[src/rtl/jogo_controle_vidas_if.sv]
// Signal bundle between the game controller and the rest of the game.
// The slave side is the controller; the master side drives its inputs.
interface jogo_controle_vidas_if #(
  parameter int PONTOS_W = 8
);
  logic                iniciar;
  logic                press_enter;
  logic                nota_feita;
  logic                nota_correta;
  logic                tempo_correto;
  logic                endereco_igual_rodada;
  logic                fim_rodadas;
  logic                fim_musica;
  logic                fim_mostra;
  logic [1:0]          opcao_erro;

  logic                zeraC;
  logic                contaC;
  logic                zeraCR;
  logic                contaCR;
  logic                registraR;
  logic                leds_mem;
  logic                toca;
  logic                vez_jogador;
  logic                menu_erro;
  logic                ganhou;
  logic                perdeu;
  logic [3:0]          vidas;
  logic [PONTOS_W-1:0] pontos;
  logic [3:0]          db_estado;

  modport master (
    output iniciar, press_enter, nota_feita, nota_correta, tempo_correto,
           endereco_igual_rodada, fim_rodadas, fim_musica, fim_mostra, opcao_erro,
    input  zeraC, contaC, zeraCR, contaCR, registraR, leds_mem, toca,
           vez_jogador, menu_erro, ganhou, perdeu, vidas, pontos, db_estado
  );

  modport slave (
    input  iniciar, press_enter, nota_feita, nota_correta, tempo_correto,
           endereco_igual_rodada, fim_rodadas, fim_musica, fim_mostra, opcao_erro,
    output zeraC, contaC, zeraCR, contaCR, registraR, leds_mem, toca,
           vez_jogador, menu_erro, ganhou, perdeu, vidas, pontos, db_estado
  );
endinterface

[src/rtl/jogo_controle_vidas.sv]
// Game control unit: plays back the round, waits for the player's notes,
// tracks lives and score, and runs the error menu. All outputs registered.
module jogo_controle_vidas #(
  parameter int VIDAS    = 3,
  parameter int TIMEOUT  = 50000,
  parameter int PONTOS_W = 8
) (
  input logic                  clock,
  input logic                  reset,
  jogo_controle_vidas_if.slave bus
);

  typedef enum logic [3:0] {
    INICIAL       = 4'h0,
    PREPARA       = 4'h1,
    MOSTRA        = 4'h2,
    ESPERA_MOSTRA = 4'h3,
    MOSTRA_PROX   = 4'h4,
    INICIO_NOTA   = 4'h5,
    ESPERA_NOTA   = 4'h6,
    TOCA          = 4'h7,
    COMPARA       = 4'h8,
    PROX_NOTA     = 4'h9,
    PROX_RODADA   = 4'hA,
    ERRO          = 4'hB,
    MENU_ERRO     = 4'hC,
    MOSTRA_ULTIMA = 4'hD,
    GANHOU        = 4'hE,
    FIM           = 4'hF
  } estado_t;

  localparam int                  CNT_W      = (TIMEOUT > 2) ? $clog2(TIMEOUT) : 1;
  localparam logic [CNT_W-1:0]    CNT_FIM    = CNT_W'(TIMEOUT - 1);
  localparam logic [3:0]          VIDAS_INI  = 4'(VIDAS);
  localparam logic [PONTOS_W-1:0] PONTOS_MAX = '1;

  estado_t             r_estado;
  estado_t             w_prox;
  logic [CNT_W-1:0]    r_cnt;
  logic [3:0]          r_vidas;
  logic [PONTOS_W-1:0] r_pontos;
  logic                r_zeraC, r_contaC, r_zeraCR, r_contaCR, r_registraR;
  logic                r_leds_mem, r_toca, r_vez_jogador, r_menu_erro;
  logic                r_ganhou, r_perdeu;
  logic                w_acerto;

  assign w_acerto = bus.nota_correta & bus.tempo_correto;

  // Next-state decode
  always_comb begin
    w_prox = r_estado;
    case (r_estado)
      INICIAL:       if (bus.iniciar) w_prox = PREPARA;
      PREPARA:       w_prox = MOSTRA;
      MOSTRA:        w_prox = ESPERA_MOSTRA;
      ESPERA_MOSTRA: if (bus.fim_mostra)
                       w_prox = bus.endereco_igual_rodada ? INICIO_NOTA : MOSTRA_PROX;
      MOSTRA_PROX:   w_prox = MOSTRA;
      INICIO_NOTA:   w_prox = ESPERA_NOTA;
      ESPERA_NOTA:   if (bus.nota_feita)          w_prox = TOCA;
                     else if (r_cnt == CNT_FIM)   w_prox = ERRO;
      TOCA:          if (!bus.nota_feita) w_prox = COMPARA;
      COMPARA:       if (!w_acerto)                       w_prox = ERRO;
                     else if (!bus.endereco_igual_rodada) w_prox = PROX_NOTA;
                     else if (bus.fim_rodadas || bus.fim_musica) w_prox = GANHOU;
                     else                                 w_prox = PROX_RODADA;
      PROX_NOTA:     w_prox = ESPERA_NOTA;
      PROX_RODADA:   w_prox = MOSTRA;
      ERRO:          w_prox = (r_vidas == 4'd0) ? FIM : MENU_ERRO;
      MENU_ERRO:     if (bus.press_enter) begin
                       case (bus.opcao_erro)
                         2'b00:   w_prox = MOSTRA;
                         2'b01:   w_prox = INICIO_NOTA;
                         2'b10:   w_prox = MOSTRA_ULTIMA;
                         default: w_prox = FIM;
                       endcase
                     end
      MOSTRA_ULTIMA: if (bus.fim_mostra) w_prox = INICIO_NOTA;
      GANHOU, FIM:   if (bus.iniciar) w_prox = PREPARA;
      default:       w_prox = INICIAL;
    endcase
  end

  // State, counters and registered outputs (decoded from the upcoming state)
  always_ff @(posedge clock or negedge reset) begin
    if (!reset) begin
      r_estado      <= INICIAL;
      r_cnt         <= '0;
      r_vidas       <= VIDAS_INI;
      r_pontos      <= '0;
      r_zeraC       <= 1'b0;
      r_contaC      <= 1'b0;
      r_zeraCR      <= 1'b0;
      r_contaCR     <= 1'b0;
      r_registraR   <= 1'b0;
      r_leds_mem    <= 1'b0;
      r_toca        <= 1'b0;
      r_vez_jogador <= 1'b0;
      r_menu_erro   <= 1'b0;
      r_ganhou      <= 1'b0;
      r_perdeu      <= 1'b0;
    end else begin
      r_estado <= w_prox;

      if (r_estado == ESPERA_NOTA)
        r_cnt <= r_cnt + 1'b1;
      else if (r_estado == INICIO_NOTA || r_estado == PROX_NOTA)
        r_cnt <= '0;

      if (w_prox == PREPARA)
        r_vidas <= VIDAS_INI;
      else if (w_prox == ERRO && r_vidas != 4'd0)
        r_vidas <= r_vidas - 1'b1;
      else if (r_estado == MENU_ERRO && w_prox == FIM)
        r_vidas <= 4'd0;

      if (w_prox == PREPARA)
        r_pontos <= '0;
      else if (r_estado == COMPARA && w_prox != ERRO && r_pontos != PONTOS_MAX)
        r_pontos <= r_pontos + 1'b1;

      // Leaving the menu with "repeat round" clears the note pointer on entry to MOSTRA
      r_zeraC       <= (w_prox == PREPARA) || (w_prox == INICIO_NOTA) ||
                       (w_prox == PROX_RODADA) ||
                       (r_estado == MENU_ERRO && w_prox == MOSTRA);
      // The playback pointer advances between shown notes
      r_contaC      <= (w_prox == PROX_NOTA) || (w_prox == MOSTRA_PROX);
      r_zeraCR      <= (w_prox == PREPARA);
      r_contaCR     <= (w_prox == PROX_RODADA);
      r_registraR   <= (w_prox == TOCA);
      r_leds_mem    <= (w_prox == ESPERA_MOSTRA) || (w_prox == MOSTRA_ULTIMA);
      r_toca        <= (w_prox == TOCA) || (w_prox == ESPERA_MOSTRA) ||
                       (w_prox == MOSTRA_ULTIMA);
      r_vez_jogador <= (w_prox == ESPERA_NOTA);
      r_menu_erro   <= (w_prox == MENU_ERRO);
      r_ganhou      <= (w_prox == GANHOU);
      // ERRO only reports game over when this error consumes the last life
      r_perdeu      <= (w_prox == FIM) || (w_prox == ERRO && r_vidas == 4'd1);
    end
  end

  assign bus.zeraC       = r_zeraC;
  assign bus.contaC      = r_contaC;
  assign bus.zeraCR      = r_zeraCR;
  assign bus.contaCR     = r_contaCR;
  assign bus.registraR   = r_registraR;
  assign bus.leds_mem    = r_leds_mem;
  assign bus.toca        = r_toca;
  assign bus.vez_jogador = r_vez_jogador;
  assign bus.menu_erro   = r_menu_erro;
  assign bus.ganhou      = r_ganhou;
  assign bus.perdeu      = r_perdeu;
  assign bus.vidas       = r_vidas;
  assign bus.pontos      = r_pontos;
  assign bus.db_estado   = r_estado;

endmodule

[src/flat_wrapper.sv]
// flat-port wrapper written by rule: the top's interface ports become plain ports
module jogo_controle_vidas_flat 
#(
  parameter int VIDAS    = 3,
  parameter int TIMEOUT  = 50000,
  parameter int PONTOS_W = 8
)
  (clock, reset, bus_iniciar, bus_press_enter, bus_nota_feita, bus_nota_correta, bus_tempo_correto, bus_endereco_igual_rodada, bus_fim_rodadas, bus_fim_musica, bus_fim_mostra, bus_opcao_erro, bus_zeraC, bus_contaC, bus_zeraCR, bus_contaCR, bus_registraR, bus_leds_mem, bus_toca, bus_vez_jogador, bus_menu_erro, bus_ganhou, bus_perdeu, bus_vidas, bus_pontos, bus_db_estado);
  jogo_controle_vidas_if #(.PONTOS_W(PONTOS_W)) bus_i ();
  input logic clock;
  input logic reset;
  input wire logic [$bits(bus_i.iniciar)-1:0] bus_iniciar;
  input wire logic [$bits(bus_i.press_enter)-1:0] bus_press_enter;
  input wire logic [$bits(bus_i.nota_feita)-1:0] bus_nota_feita;
  input wire logic [$bits(bus_i.nota_correta)-1:0] bus_nota_correta;
  input wire logic [$bits(bus_i.tempo_correto)-1:0] bus_tempo_correto;
  input wire logic [$bits(bus_i.endereco_igual_rodada)-1:0] bus_endereco_igual_rodada;
  input wire logic [$bits(bus_i.fim_rodadas)-1:0] bus_fim_rodadas;
  input wire logic [$bits(bus_i.fim_musica)-1:0] bus_fim_musica;
  input wire logic [$bits(bus_i.fim_mostra)-1:0] bus_fim_mostra;
  input wire logic [$bits(bus_i.opcao_erro)-1:0] bus_opcao_erro;
  output wire logic [$bits(bus_i.zeraC)-1:0] bus_zeraC;
  output wire logic [$bits(bus_i.contaC)-1:0] bus_contaC;
  output wire logic [$bits(bus_i.zeraCR)-1:0] bus_zeraCR;
  output wire logic [$bits(bus_i.contaCR)-1:0] bus_contaCR;
  output wire logic [$bits(bus_i.registraR)-1:0] bus_registraR;
  output wire logic [$bits(bus_i.leds_mem)-1:0] bus_leds_mem;
  output wire logic [$bits(bus_i.toca)-1:0] bus_toca;
  output wire logic [$bits(bus_i.vez_jogador)-1:0] bus_vez_jogador;
  output wire logic [$bits(bus_i.menu_erro)-1:0] bus_menu_erro;
  output wire logic [$bits(bus_i.ganhou)-1:0] bus_ganhou;
  output wire logic [$bits(bus_i.perdeu)-1:0] bus_perdeu;
  output wire logic [$bits(bus_i.vidas)-1:0] bus_vidas;
  output wire logic [$bits(bus_i.pontos)-1:0] bus_pontos;
  output wire logic [$bits(bus_i.db_estado)-1:0] bus_db_estado;
  assign bus_i.iniciar = bus_iniciar;
  assign bus_i.press_enter = bus_press_enter;
  assign bus_i.nota_feita = bus_nota_feita;
  assign bus_i.nota_correta = bus_nota_correta;
  assign bus_i.tempo_correto = bus_tempo_correto;
  assign bus_i.endereco_igual_rodada = bus_endereco_igual_rodada;
  assign bus_i.fim_rodadas = bus_fim_rodadas;
  assign bus_i.fim_musica = bus_fim_musica;
  assign bus_i.fim_mostra = bus_fim_mostra;
  assign bus_i.opcao_erro = bus_opcao_erro;
  assign bus_zeraC = bus_i.zeraC;
  assign bus_contaC = bus_i.contaC;
  assign bus_zeraCR = bus_i.zeraCR;
  assign bus_contaCR = bus_i.contaCR;
  assign bus_registraR = bus_i.registraR;
  assign bus_leds_mem = bus_i.leds_mem;
  assign bus_toca = bus_i.toca;
  assign bus_vez_jogador = bus_i.vez_jogador;
  assign bus_menu_erro = bus_i.menu_erro;
  assign bus_ganhou = bus_i.ganhou;
  assign bus_perdeu = bus_i.perdeu;
  assign bus_vidas = bus_i.vidas;
  assign bus_pontos = bus_i.pontos;
  assign bus_db_estado = bus_i.db_estado;
  jogo_controle_vidas #(.VIDAS(VIDAS), .TIMEOUT(TIMEOUT), .PONTOS_W(PONTOS_W)) u_core (.clock(clock), .reset(reset), .bus(bus_i));
endmodule
[config.mk]
export PLATFORM = sky130hd
export DESIGN_NAME = jogo_controle_vidas_flat
export DESIGN_NICKNAME = d
export VERILOG_FILES = /design/src/rtl/jogo_controle_vidas_if.sv /design/src/rtl/jogo_controle_vidas.sv /design/src/flat_wrapper.sv
export SDC_FILE = /design/constraint.sdc
export NUM_CORES = 1
export LEC_CHECK = 0
export BUFFER_PORTS_ARGS = -buffer_cell sky130_fd_sc_hd__buf_2
export CAP_MARGIN = 0
export CORE_UTILIZATION = 51
export DETAILED_ROUTE_END_ITERATION = 8
export GPL_ROUTABILITY_DRIVEN = 0
export PLACE_DENSITY = 0.83
export SYNTH_ARGS = -nofsm -noshare
export SYNTH_HDL_FRONTEND = slang
export SYNTH_SLANG_ARGS = --single-unit
[constraint.sdc]
create_clock -name clock -period 3.3 [get_ports clock]
set_input_delay 0.66 -clock clock [delete_from_list [all_inputs] [get_ports clock]]
set_output_delay 0.66 -clock clock [all_outputs]
set_load 0.05 [all_outputs]
### Yosys cells after proc, flatten, opt, wreduce, memory -nomap -nowiden

Index checks and enable logic that the tools add are counted.

* bits in registers: 43
* bits of input ports: 13
* output and inout port bits: 27
* logic and storage cells: 101

* add/sub/neg operators: 3
* equal/unequal tests: 35
* muxes and demuxes: 21
* bitwise operators: 1
* reduce and logical (&&, ||, !) cells: 26

Operators by type and width (count)
* equality test 4 bit, second input constant: 15
* 2-to-1 mux 4 bit: 12
* one-hot mux 4 bit (11 select lines): 1
* equality test 4 x 3 -> 1 bit, second input constant: 8
* 2-to-1 mux 16 bit: 2
* adder 16 x 1 -> 16 bit, second input constant: 1
* equality test 16 bit, second input constant: 1
* equality test 4 x 2 -> 1 bit, second input constant: 4
* 2-to-1 mux 8 bit: 2
* equality test 4 x 1 -> 1 bit, second input constant: 3
* one-hot mux 4 bit (3 select lines): 1
* logical OR 1 bit: 10
* adder 8 x 1 -> 8 bit, second input constant: 1
* logical NOT 4 bit: 2
* inequality test 8 bit, second input constant: 1
* logical AND 1 bit: 6
* OR reduction 3 bit: 2
* inequality test 4 bit, second input constant: 1
* nonzero test 2 bit: 2
* nonzero test 4 bit: 1
* subtractor 4 x 1 -> 4 bit, second input constant: 1
* 2-to-1 mux 3 bit: 1
* nonzero test 3 bit: 1
* equality test 2 x 1 -> 1 bit, second input constant: 1
* other kinds (6): 6

### Logic depth before layout (Yosys ltp)

Gate-level depths: netlist of the first run.

* depth in word-level cells: 10
* gate-level depth with buffers: 12

### Worst setup path after synthesis of the first run

OpenSTA, ideal clock, no wires.

* path kind: reg2reg
* start point: register u_core.r_vidas[0] (netlist: u_core.bus.vidas[0])
* end point: register u_core.r_vidas[0] (netlist: u_core.bus.vidas[0])
* data arrival time: 2614 ps
* slack: 613 ps
* cell stages (with the launch flop): 12
* cell sequence: dfstp_2 -> inv_1 -> ha_1 -> or3b_1 -> o211ai_1 -> nor3_1 -> mux2_2 -> clkinv_2 -> nor4_4 -> buf_2 -> a211oi_1 -> a21oi_1

* longest elaborated chain between the ends: 7
* elaborated cells between the ends (all ways): 13
* classes of those cells: 1 x add/sub; 3 x eq/ne; 4 x mux; 5 x reduce/logical

RTL lines
* from (decl): RTL line jogo_controle_vidas.sv:40 `logic [3:0] r_vidas;`
* from (signal assigned): RTL line jogo_controle_vidas.sv:113 `r_vidas <= r_vidas - 1'b1;`
* logical NOT 4 bit *: RTL line jogo_controle_vidas.sv:69 `ERRO: w_prox = (r_vidas == 4'd0) ? FIM : MENU_ERRO;`
* 2-to-1 mux 2 bit *: RTL line jogo_controle_vidas.sv:69
* one-hot mux 4 bit (11 select lines) *: RTL line jogo_controle_vidas.sv:52 `case (r_estado)`
* named net u_core.w_prox[1]: RTL line jogo_controle_vidas.sv:38 `estado_t w_prox;`
* equality test 4 bit: RTL line jogo_controle_vidas.sv:112 `else if (w_prox == ERRO && r_vidas != 4'd0)`
* logical AND 1 bit: RTL line jogo_controle_vidas.sv:112
* 2-to-1 mux 4 bit: RTL line jogo_controle_vidas.sv:112
* 2-to-1 mux 4 bit: RTL line jogo_controle_vidas.sv:110 `if (w_prox == PREPARA)`

Mark *: on every way through the listed nets, which the timed path passes. The rest lies on a longest branch.
A chain may end at the register's enable or synchronous reset.

### Worst setup path in the final report of the first run

* start point: register u_core.r_vidas[0] (netlist: u_core.bus.vidas[0])
* end point: register u_core.r_pontos[5] (netlist: u_core.bus.pontos[5])

* longest elaborated chain between the ends: 7
* elaborated cells between the ends (all ways): 9
* classes of those cells: 2 x eq/ne; 3 x mux; 4 x reduce/logical

RTL lines
* logical NOT 4 bit *: RTL line jogo_controle_vidas.sv:69
* 2-to-1 mux 2 bit *: RTL line jogo_controle_vidas.sv:69
* one-hot mux 4 bit (11 select lines) *: RTL line jogo_controle_vidas.sv:52
* named net u_core.w_prox[1]: RTL line jogo_controle_vidas.sv:38
* inequality test 4 bit: RTL line jogo_controle_vidas.sv:119 `else if (r_estado == COMPARA && w_prox != ERRO && r_pontos != PONTOS_MAX)`
* logical AND 1 bit (2 in a row): RTL line jogo_controle_vidas.sv:119
* nonzero test 2 bit (no line)
* to (signal assigned): RTL line jogo_controle_vidas.sv:120 `r_pontos <= r_pontos + 1'b1;`
* to (decl): RTL line jogo_controle_vidas.sv:41 `logic [PONTOS_W-1:0] r_pontos;`

Marked as above.

==> results of run 1 <==
==> worst max-delay path: cells and delay by family, from the launching register on <==
family / cells / cell delay [ps]
and+or+nand+nor: 4 / 860
adders and majority gates: 1 / 220
muxes: 1 / 300
AOI/OAI and AO/OA: 2 / 270
DFF: 1 / 580
buffers and inverters: 3 / 470
==> registers in the layout, indices dropped and copies added, names as in the netlist <==
signal	cells
u_core.bus.toca	1
u_core.bus.ganhou	1
u_core.bus.zeraC	1
u_core.bus.vidas	4
u_core.bus.vez_jogador	1
u_core.bus.leds_mem	1
u_core.bus.zeraCR	1
u_core.bus.pontos	8
u_core.bus.registraR	1
u_core.bus.menu_erro	1
u_core.bus.contaCR	1
u_core.r_cnt	16
u_core.bus.perdeu	1
u_core.bus.contaC	1
u_core.bus.db_estado	4
==> power breakdown <==
group | internal (mW) | total (mW) | switching [mW] | leakage, nW
registers | 0.625 | 0.743 | 0.118 | 0.580
clock network | 0.228 | 0.415 | 0.187 | 0.0548
logic | 0.400 | 1.31 | 0.905 | 0.689
total | 1.25 | 2.46 | 1.21 | 1.32
==> final cells by class <==
cell class,count,area (sq um)
clock buffer,5,68.8
inverter,13,52.6
multi-input combinational,205,1340
fill,412,1880
clock inverter,3,46.3
tap,67,83.8
timing repair buffer,44,233
sequential,43,1080
==> synth_stat cells (3+ instances only) <==
master / number
buf_2: 3
nor3_1: 7
buf_4: 3
nand4b_1: 3
o211ai_1: 4
dfrtp_1: 41
o21ai_0: 20
or3_1: 3
nand3_1: 15
a21oi_1: 14
o31ai_1: 6
ha_1: 7
nor4_1: 3
nand2_1: 26
and3_1: 6
inv_1: 10
nor2_1: 23
a31oi_1: 4
clkbuf_1: 4
nand4_1: 9
==> logic make-up after synthesis <==
family,share of synthesized area (%)
muxes,1.22
xor gates and xnor gates,0.685
adders and majority gates,3.42
and+or+nand+nor,27.3
buffers and inverters,5.48
DFF,42.2
AOI/OAI and AO/OA,19.8
==> how the worst min path moves through the flow <==
stage / to / slack, ps / cells past startpoint
6_report: u_core.r_cnt[15] / 480 / 1
2_1_floorplan: u_core.bus.contaC / 360 / 0
4_1_cts: u_core.r_cnt[15] / 480 / 1
5_1_grt: u_core.r_cnt[15] / 490 / 1
3_5_place_dp: u_core.r_cnt[15] / 470 / 1
3_3_place_gp: u_core.r_cnt[15] / 470 / 1
==> routing by layer <==
| metal | track usage (%) | wire length, um |
|---|---|---|
| met5 | 0 | 0 |
| met4 | 8.93 | 98 |
| met3 | 5.66 | 237 |
| met2 | 40.0 | 2770 |
| met1 | 27.2 | 2310 |
==> through the flow <==
step	hold slack [ps]	instances	setup WS (ps)	area (sq um)	utilization, %
finish	476	380	470	2900	60.6
global placement	469	372	413	2790	58.2
global route	491	380	247	2900	60.6
CTS	481	380	466	2900	60.6
detailed placement	469	372	321	2790	58.2
floorplan	364	275	613	2560	-
==> results, run 1 <==
- The run finished with clean final reports.
- Global routing used 23.0% of the available tracks across all layers.
- The post-synthesis cell type count is 67.
- The worst slew slack as a fraction of its limit is 39.4%.
- The clock tree synthesis step divided the H-tree into 2 levels.
- The cell area after synthesis is 0.00256 sq mm.
- At the worst endpoint, the required time is 3490 ps.
- The count of inserted antenna diode cells is 0.
- The slowest stage of the critical path belongs to the cell dfstp_2.
- The proportion of register bits with asynchronous set or reset after synthesis is 100%.
- The number of setup violations in the final report is 0.
- For this run, the post-layout net count is 332.
- For the final routed database, the setup TNS stands at 0 ps.
- The start point of the critical path is u_core.bus.vidas[0].
- The initial antenna violation count came to 0.
- From synthesis to final layout, the design area changed by 13.5%.
- The total chip power is 2.46 mW.
- The clock sink total is 43.
- The upper clock frequency limit is 353 MHz.
- The critical path is of the flip-flop to flip-flop type.
- Once detail routing completed, the nets flagged for antenna violations numbered 0.
- The share of layout cells above drive strength 1 is 22.4%.
- The worst hold path begins at u_core.r_cnt[15].
- In the finished design, the share of the clock period the worst path needs comes to 85.7%.
- The dominant cell type by area after synthesis is dfrtp_1.
- For this run the aggregate overflow at the end of global routing stands at 0.
- After synthesis, the cell types taking the most area are dfrtp_1 (40%), o21ai_0 (3.9%), nand2_1 (3.8%).
- The post-detailed-route via-to-cell ratio is 5.86.
- The power density of the placed cells is 849 mW/mm^2.
- STA classifies the critical path startpoint as a flip-flop.
- The clock latency on the worst-skew pair is 300 ps.
- Sequential cells were found to cover 42.2% of the synthesized design area.
- The terminus of the critical flop-to-flop path is u_core.bus.pontos[5].
- In this run the clock root is driven by a clkbuf_8.
- The hold violation count in the final report is 0.
- TritonCTS built the clock tree.
- The largest net degree at the start of global routing is 44.
- The via count of the first global-routing pass is 2132.
- Traced cell by cell, the critical path runs through inv_1 > ha_1 > or3b_1 > o211ai_1 > nor3_1 > mux2_2 > clkinv_2 > nor4_4 > buf_4 > nor4_1 > o21bai_1.
- Measured along the x axis, the die boundary spans 72.8 um.
- The post-CTS clock slew at the launch and capture registers of the worst setup and hold paths is 90 ps.
- In this run the worst hold path is classified as flip-flop to flip-flop.
- The floorplan step set the die height to 72.8 um.
- In this run the count of I/O pins placed on the die edge is 40.
- The DRC violations left is 0.
- Once detailed placement completed, the half-perimeter wirelength came to 4010 um.
- The initial cell density of the core is 53.4%.
- The number of DRC markers after the initial detailed-route iteration is 93.
- The register bit total from synthesis is 43.
- Setup repair after global routing left no endpoint under its margin.
- The leading cell type in the layout, fill and taps excluded is dfrtp_1.
- The number of max-slew violations in the final report is 0.
- IR analysis of the VDD net gives a maximum drop of 0.598 mV.
- Counting flops with a built-in enable in the synthesized netlist gives 0.
- The worst register-to-register path has a setup slack of 470 ps.
- After clock tree synthesis, the setup repair step added 0 buffers.
- The total routed wirelength is 5410 um.
- Among all flip-flop cells after synthesis, the most frequent one is dfrtp_1.
- The global-route wire length before repair is 9460 um.
- Between clock sinks in the finished design, the worst skew comes to 9.70 ps.
- The analysis attributes to cell leakage a power of 1.32 nW.
- The core region is 0.00479 sq mm.
- After synthesis, the mean cell area works out to 9.30 sq um.
- Gates resized during post-CTS repair numbered 0.
- Data on the critical path arrives at its endpoint at 3020 ps.
- The largest stage delay on the critical path is 580 ps.
- Max-cap violations in this run came to 0.
- The count of buffers added on input and output ports is 39.
- The shortest period the worst path allows is 2830 ps.
- Leaving out fill and tap cells, the most frequent cells in the layout are dfrtp_1 (41), buf_2 (39), nand2_1 (26), nor2_1 (23), o21ai_0 (20).
- The critical-path maximum fanout is 10.
- Buffers inserted during clock tree synthesis total 5.
- The startpoint identified for the worst register-to-register timing path is u_core.bus.vidas[0].
- After clock tree synthesis, the flow added hold-fix buffers numbering 0.
- The total number of vias is 2226.
- The number of nets in the synthesized netlist is 295.
- The number of buffers on the longest clock path is 2.
- The portion of synthesized cell area occupied by the leading cell type is 40.1%.
- The number of placement rows is 25.
- The area of the die is 0.00530 sq mm.
- The first detailed-routing pass took 4 iterations.
- The path depth of the worst reg2reg path is 11.
- After detailed routing, the average wire length per cell comes to 14.2 um.
- The most critical setup path has its endpoint at u_core.bus.pontos[5].
- STA classifies the critical path endpoint as a flip-flop.
- At the pin with the least slew margin, the transition time is 910 ps.
- During synthesis, Yosys emitted a total of 0 warnings.
- Synthesis handed over a netlist of 275 instances.
Note: power is estimated with default switching activity, not from simulation.
==> run 2: changes to the inputs <==
--- a/config.mk
+++ b/config.mk
@@ -10,7 +10,7 @@
 export CORE_UTILIZATION = 51
 export DETAILED_ROUTE_END_ITERATION = 8
 export GPL_ROUTABILITY_DRIVEN = 0
-export PLACE_DENSITY = 0.83
+export PLACE_DENSITY = 0.73
 export SYNTH_ARGS = -nofsm -noshare
 export SYNTH_HDL_FRONTEND = slang
 export SYNTH_SLANG_ARGS = --single-unit
==> run 2 against run 1 <==
Clock power increased by 17%. First-iteration DRC count increased by 15%. Hold slack improved by 3.6 ps. Global-route usage decreased by 0.64 points. Register-to-register slack got worse by 80 ps. Largest cell class unchanged.
==> results, run 2 (synthesis results as in run 1) <==
- The flow ran to the end, and the final reports show no timing, DRC or antenna violations.
- The share of layout cells above drive strength 1 is 22.1%.
- The worst reg2reg path startpoint is u_core.bus.vidas[0].
- STA classifies the critical path endpoint as a flip-flop.
- Net switching is 47.9% of the power.
- The largest net degree at the start of global routing is 44.
- The critical-path maximum fanout is 10.
- For this run, design rule violations remaining after detail routing come to 0.
- Clock tree synthesis inserted a total of 5 buffers.
- Once detail routing completed, the nets flagged for antenna violations numbered 0.
- The clock sink total is 43.
- The floorplan step set the die height to 72.8 um.
- The count of inserted antenna diode cells is 0.
- In this run the horizontal extent of the chip is 72.8 um.
- The largest clock skew in the final design is 4.87 ps.
- Buffers placed on the I/O ports in this run total 39.
- The relative contribution of sequential cells to total power is 31.0%.
- Ranked by flip-flop count, first place goes to u_core.r_cnt.
- Once detailed placement completed, the half-perimeter wirelength came to 3890 um.
- The area of the die is 0.00530 sq mm.
- The number of buffers added to fix hold violations after cts is 0.
- Summed over all failing endpoints, the final setup total negative slack is 0 ps.
- The initial antenna violation count was 0.
- The count of pins on the block boundary is 40.
- The number of max-slew violations in the final report is 0.
- After detailed routing, the number of vias per cell comes to 5.79.
- The via count of the first global-routing pass is 2050.
- In the global route stage, overall resource usage came out at 22.3%.
- Based on the critical path, the design can be clocked at up to 343 MHz.
- The top cell types in the final layout, fill and taps aside, are dfrtp_1 (41), buf_2 (39), nand2_1 (26), nor2_1 (23), o21ai_0 (20).
- The clock power share is 19.2%.
- The path depth of the worst reg2reg path is 11.
- After layout, the worst path uses 88.3% of the clock period.
- Cells fill 60.9% of the core in the end.
- The leading cell type in the layout, fill and taps excluded is dfrtp_1.
- Post-CTS repair changed the size of 0 cells.
- STA puts the critical path data arrival time at 3100 ps.
- The analysis attributes to cell leakage a power of 1.33 nW.
- Once the clock tree was built, the setup fixing pass inserted 0 buffers.
- After global routing the overflow that remains totals 0.
- The switching power is 1.21 mW.
- The number of DRC markers after the initial detailed-route iteration is 107.
- The longest clock path from root to sink contains 2 buffers.
- Max-cap violations in this run came to 0.
- Cell internal power was estimated by the tool at 1.31 mW.
- The number of nets in the layout is 331.
- The global routing usage on met2 is 37.3%.
- The area of the core region is 0.00479 sq mm.
- Data on the critical path is required at its endpoint by 3490 ps.
- The combinational cell fraction of total power is 49.8%.
- Once the floorplan was initialized, standard cells occupied 53.4% of the core.
- The busiest layer in global routing is met2.
- The min-delay analysis places its worst path in the category flip-flop to flip-flop.
- Setup repair after global routing left no endpoint under its margin.
- The setup path with the least slack is of type flip-flop to flip-flop.
- The floorplan has 25 rows.
- The average detailed-routed wire length per instance is 14.1 um.
- The clock latency on the worst-skew pair is 300 ps.
- The hold violation count in the final report is 0.
- The flip-flop count of the largest register, all copies and words added is 16.
- The shortest period the worst path allows is 2910 ps.
- The clock tree root buffer cell is clkbuf_8.
- The total routed wirelength is 5340 um.
- The most critical setup path has its startpoint at u_core.bus.vidas[0].
- The number of levels the H-tree was split into is 2.
- The first-pass detailed-route iteration total is 4.
- The TritonCTS clock tree is built.
- The start point of the worst hold path is u_core.r_cnt[15].
- The worst slew slack as a fraction of its limit is 37.7%.
- The final route contains 2194 vias.
- The transition time at the pin with the least slew margin is 935 ps.
- The first global-routing pass estimated 9140 um of wire.
- After clock tree synthesis, the clock-pin slew on the worst setup and hold paths is 80 ps.
- The element type at the critical path start is a flip-flop.
- The number of setup violations in the final report is 0.
- For this run, global-route usage on met1 was measured as 28.6%.
- In the global route stage, met3 resource usage came out at 6.08%.
- The number of cells on the worst hold path is 1.
- The worst IR drop on VDD is 0.557 mV.
- From synthesis to final layout, the design area changed by 14.0%.
- The power density of the placed cells is 864 mW/mm^2.
run 2: power by group through the flow:
stage,registers [mW],logic (mW),clock network (mW)
after CTS,0.780,1.25,0.499
after detailed placement,0.789,1.24,0
after floorplan,0.946,0.862,0
final,0.782,1.25,0.484
after global placement,0.787,1.24,0
after global routing,0.800,1.35,0.525
run 2: critical path, stage by stage (launching register included):
cell	delay (ps)
dfstp_2	590
inv_1	50
ha_1	220
or3b_1	220
o211ai_1	130
nor3_1	220
mux2_2	320
clkinv_2	190
nor4_4	410
buf_4	240
nor4_1	60
o21bai_1	150
run 2: layout make-up:
| cell class | instances | area [sq um] |
|---|---|---|
| clock inverter | 3 | 67.6 |
| fill | 421 | 1870 |
| inverter | 13 | 52.6 |
| sequential | 43 | 1080 |
| tap | 67 | 83.8 |
| timing repair buffer | 43 | 225 |
| multi-input combinational | 205 | 1340 |
| clock buffer | 5 | 68.8 |
run 2: path summary, 6_finish.rpt:
path	to	slack (ps)
min reg2reg	u_core.r_cnt[15]	480
max in group asynchronous	u_core.r_cnt[14]	2220
min in group asynchronous	u_core.r_cnt[0]	500
max	u_core.bus.pontos[5]	390
max reg2reg	u_core.bus.pontos[5]	390
min	u_core.r_cnt[15]	480
run 2: metrics by stage:
stage,cells,hold WS [ps],setup slack [ps],power (mW),cell area [sq um]
final,379,479,386,2.52,2920
after floorplan,275,364,613,1.81,2560
after global placement,371,471,400,2.02,2780
after CTS,379,486,399,2.53,2920
after global routing,379,519,208,2.68,2920
after detailed placement,371,474,286,2.03,2780
run 2: metal layers:
metal  vias up  routed length, um
li1       1087                  -
met1      1053               2400
met2        48               2610
met3         6                287
met4         0                 45
met5         -                  0
==> run 3: changes to the inputs <==
--- a/config.mk
+++ b/config.mk
@@ -7,10 +7,12 @@
 export LEC_CHECK = 0
 export BUFFER_PORTS_ARGS = -buffer_cell sky130_fd_sc_hd__buf_2
 export CAP_MARGIN = 0
-export CORE_UTILIZATION = 51
+export CELL_PAD_IN_SITES_DETAIL_PLACEMENT = 0
+export CELL_PAD_IN_SITES_GLOBAL_PLACEMENT = 1
+export CORE_UTILIZATION = 43
 export DETAILED_ROUTE_END_ITERATION = 8
 export GPL_ROUTABILITY_DRIVEN = 0
-export PLACE_DENSITY = 0.73
+export PLACE_DENSITY_LB_ADDON = 0.1
 export SYNTH_ARGS = -nofsm -noshare
 export SYNTH_HDL_FRONTEND = slang
 export SYNTH_SLANG_ARGS = --single-unit
==> run 3 against run 2 <==
Hold slack gained 12 ps. Non-clock buffer count unchanged. Sequential power hardly changed. Flip-flop and latch count unchanged. Via count shrank 0.27%. Design area fell by 0.60%.
==> results, run 3 (synthesis results as in run 1) <==
- For this run, the total global-route usage over all layers was measured as 20.8%.
- The reg-to-reg setup timing slack is 420 ps.
- Leaving out fill and tap cells, the most frequent cell in the layout is dfrtp_1.
- Buffers inserted during clock tree synthesis total 5.
- Compared with the post-synthesis result, the final layout area differs by 13.3%.
- Across the VDD grid, the largest voltage drop is 0.448 mV.
- The sum of overflow across all layers after global routing is 0.
- Net switching is 49.7% of the power.
- Setup repair after global routing left no endpoint under its margin.
- The count of input and output buffers is 39.
- The largest net degree at the start of global routing is 44.
- At the pin with the least slew margin, the transition time is 986 ps.
- 40 I/O pins were placed.
- The number of max-slew violations in the final report is 0.
- The start point of the worst hold path is u_core.r_cnt[15].
- The count of inserted antenna diode cells is 0.
- The element type at the critical path start is a flip-flop.
- The worst slew slack as a fraction of its limit is 34.3%.
- In the layout the commonest cells are dfrtp_1 (41), buf_2 (39), nand2_1 (26), nor2_1 (23), o21ai_0 (20).
- Cell internal power was estimated by the tool at 1.24 mW.
- The clock arrives with 5.36 ps of skew.
- The number of buffers added to fix hold violations after cts is 0.
- Derived from the worst setup path, the maximum achievable clock frequency is 347 MHz.
- The flow ran to the end, and the final reports show no timing, DRC or antenna violations.
- The TritonCTS clock tree is built.
- The layout has 588 filler cells.
- The area of the die is 0.00626 sq mm.
- The required time of the worst setup path is 3500 ps.
- The largest register by flop count is u_core.r_cnt.
- The worst register-to-register path has a depth of 9.
- The initialized floorplan defines 27 standard-cell rows.
- From left edge to right edge, the die measures 79.1 um.
- The floorplan step defined a core boundary enclosing 0.00561 sq mm.
- The switching power is 1.22 mW.
- Clock latency on the worst-skew pair, taken at its later pin, is 300 ps.
- The post-CTS clock slew at the launch and capture registers of the worst setup and hold paths is 90 ps.
- The combinational cell fraction of total power is 51.2%.
- The critical path capture point type is a flip-flop.
- Cells fill 51.7% of the core in the end.
- The via count of the first global-routing pass is 2024.
- Summed over all failing endpoints, the final setup total negative slack is 0 ps.
- In this run, the number of DRC markers left after iteration 0 of detailed routing was 155.
- The terminus of the critical flop-to-flop path is u_core.bus.pontos[1].
- The post-detailed-route via-to-cell ratio is 5.70.
- The clock power share is 17.1%.
- Counting along the longest clock path gives a buffer depth of 2.
- Detailed placement finished with a half-perimeter wire length of 4120 um.
- The pre-antenna-repair detailed-routing pass consisted of 4 iterations.
- The critical path is of the flip-flop to flip-flop type.
- In the finished design, the share of the clock period the worst path needs comes to 87.3%.
- Of the cells placed in the final design, the portion with a size suffix greater than 1 is 22.1%.
- After detailed routing, the average wire length per cell comes to 15.3 um.
- The leakage power is 1.32 nW.
- After routing the design area is 0.00290 sq mm.
- The relative contribution of sequential cells to total power is 31.7%.
- The worst hold path endpoint is u_core.r_cnt[15].
- Buffers added to address setup during post-CTS repair amount to 0.
- The worst reg2reg path startpoint is u_core.r_cnt[0].
- The initial antenna violation count came to 0.
- Power spread over the standard cell area amounts to 848 mW/mm^2.
- Across the run, the number of max-cap violations was 0.
- The DRC violations left is 0.
- Final hold analysis gives a worst-case slack of 491 ps.
- Along the worst hold path, the cell count comes to 1.
- The critical-path maximum fanout is 8.
- The overall die height is 79.1 um.
- After clock tree synthesis, the repair step resized 0 gates.
- The initial utilization of the core area, before any placement, comes to 45.6%.
- The global-route wire length before repair is 10100 um.
- The clock drives 43 sinks.
- The total routed wirelength is 5880 um.
- The number of antenna-violating nets in the routed design is 0.
- The number of levels the H-tree was split into is 2.
- The total number of vias is 2188.
- For this run, the post-layout net count is 331.
- Setup violations remaining at the end of the flow were counted as 0.
- The clock tree root buffer cell is clkbuf_8.
- In this run the cell area measured after placement is 0.00279 sq mm.
- Data on the critical path arrives at its endpoint at 3080 ps.
- The register with the most flip-flops in the layout has 16 of them.
- The path type of the worst min-delay path is flip-flop to flip-flop.
- The hold violation count in the final report is 0.
- The shortest period the worst path allows is 2880 ps.
-- run 3: through the flow --
| step | instances | setup WS (ps) | power (mW) |
|---|---|---|---|
| floorplan | 275 | 613 | 1.81 |
| CTS | 384 | 422 | 2.47 |
| finish | 384 | 420 | 2.46 |
| global placement | 376 | 336 | 2.05 |
| detailed placement | 376 | 277 | 2.04 |
| global route | 384 | 125 | 2.63 |
-- run 3: layer usage --
layer  vias up  global-route usage, %  share of wire [%]  wire, um
li1       1085                      -                  -         -
met1      1044                   30.9                 50      2930
met2        53                   30.9                 45      2650
met3         6                   3.91                4.2       247
met4         0                   5.09               0.94        55
met5         -                      0                  0         0
-- run 3: layout make-up --
type	count	area, sq um	share of cell area (%)
Multi-Input combinational cell	205	1340	46.2
Sequential cell	43	1080	37.2
Timing Repair Buffer	43	225	7.77
Tap cell	72	90.1	3.11
Clock buffer	5	68.8	2.37
Inverter	13	52.6	1.81
Clock inverter	3	43.8	1.51
-- run 3: power by group through the flow --
stage / sequential [mW] / clock [mW] / combinational (mW)
floorplan: 0.946 / 0 / 0.862
CTS: 0.779 / 0.429 / 1.26
finish: 0.779 / 0.421 / 1.26
detailed placement: 0.787 / 0 / 1.26
global placement: 0.790 / 0 / 1.26
global route: 0.802 / 0.453 / 1.37
-- run 3: how the worst max path moves through the flow --
stage	startpoint	cells after the start	endpoint	slack [ps]
3_5_place_dp	bus_opcao_erro[0]	10	u_core.bus.pontos[7]	280
2_1_floorplan	u_core.bus.vidas[0]	11	u_core.bus.vidas[0]	610
6_report	u_core.r_cnt[0]	9	u_core.bus.pontos[1]	420
3_3_place_gp	bus_opcao_erro[0]	10	u_core.bus.pontos[7]	340
5_1_grt	u_core.r_cnt[0]	9	u_core.bus.pontos[1]	120
4_1_cts	u_core.r_cnt[0]	9	u_core.bus.pontos[1]	420
-- run 3: critical path: stages (launching register included) --
cell     delay, ps
dfrtp_1        400
ha_1           200
and3_1         320
nand4_1        250
a22oi_1        240
and3_1         350
inv_2          170
o41ai_4        550
mux2i_1        250
nor2_1          50
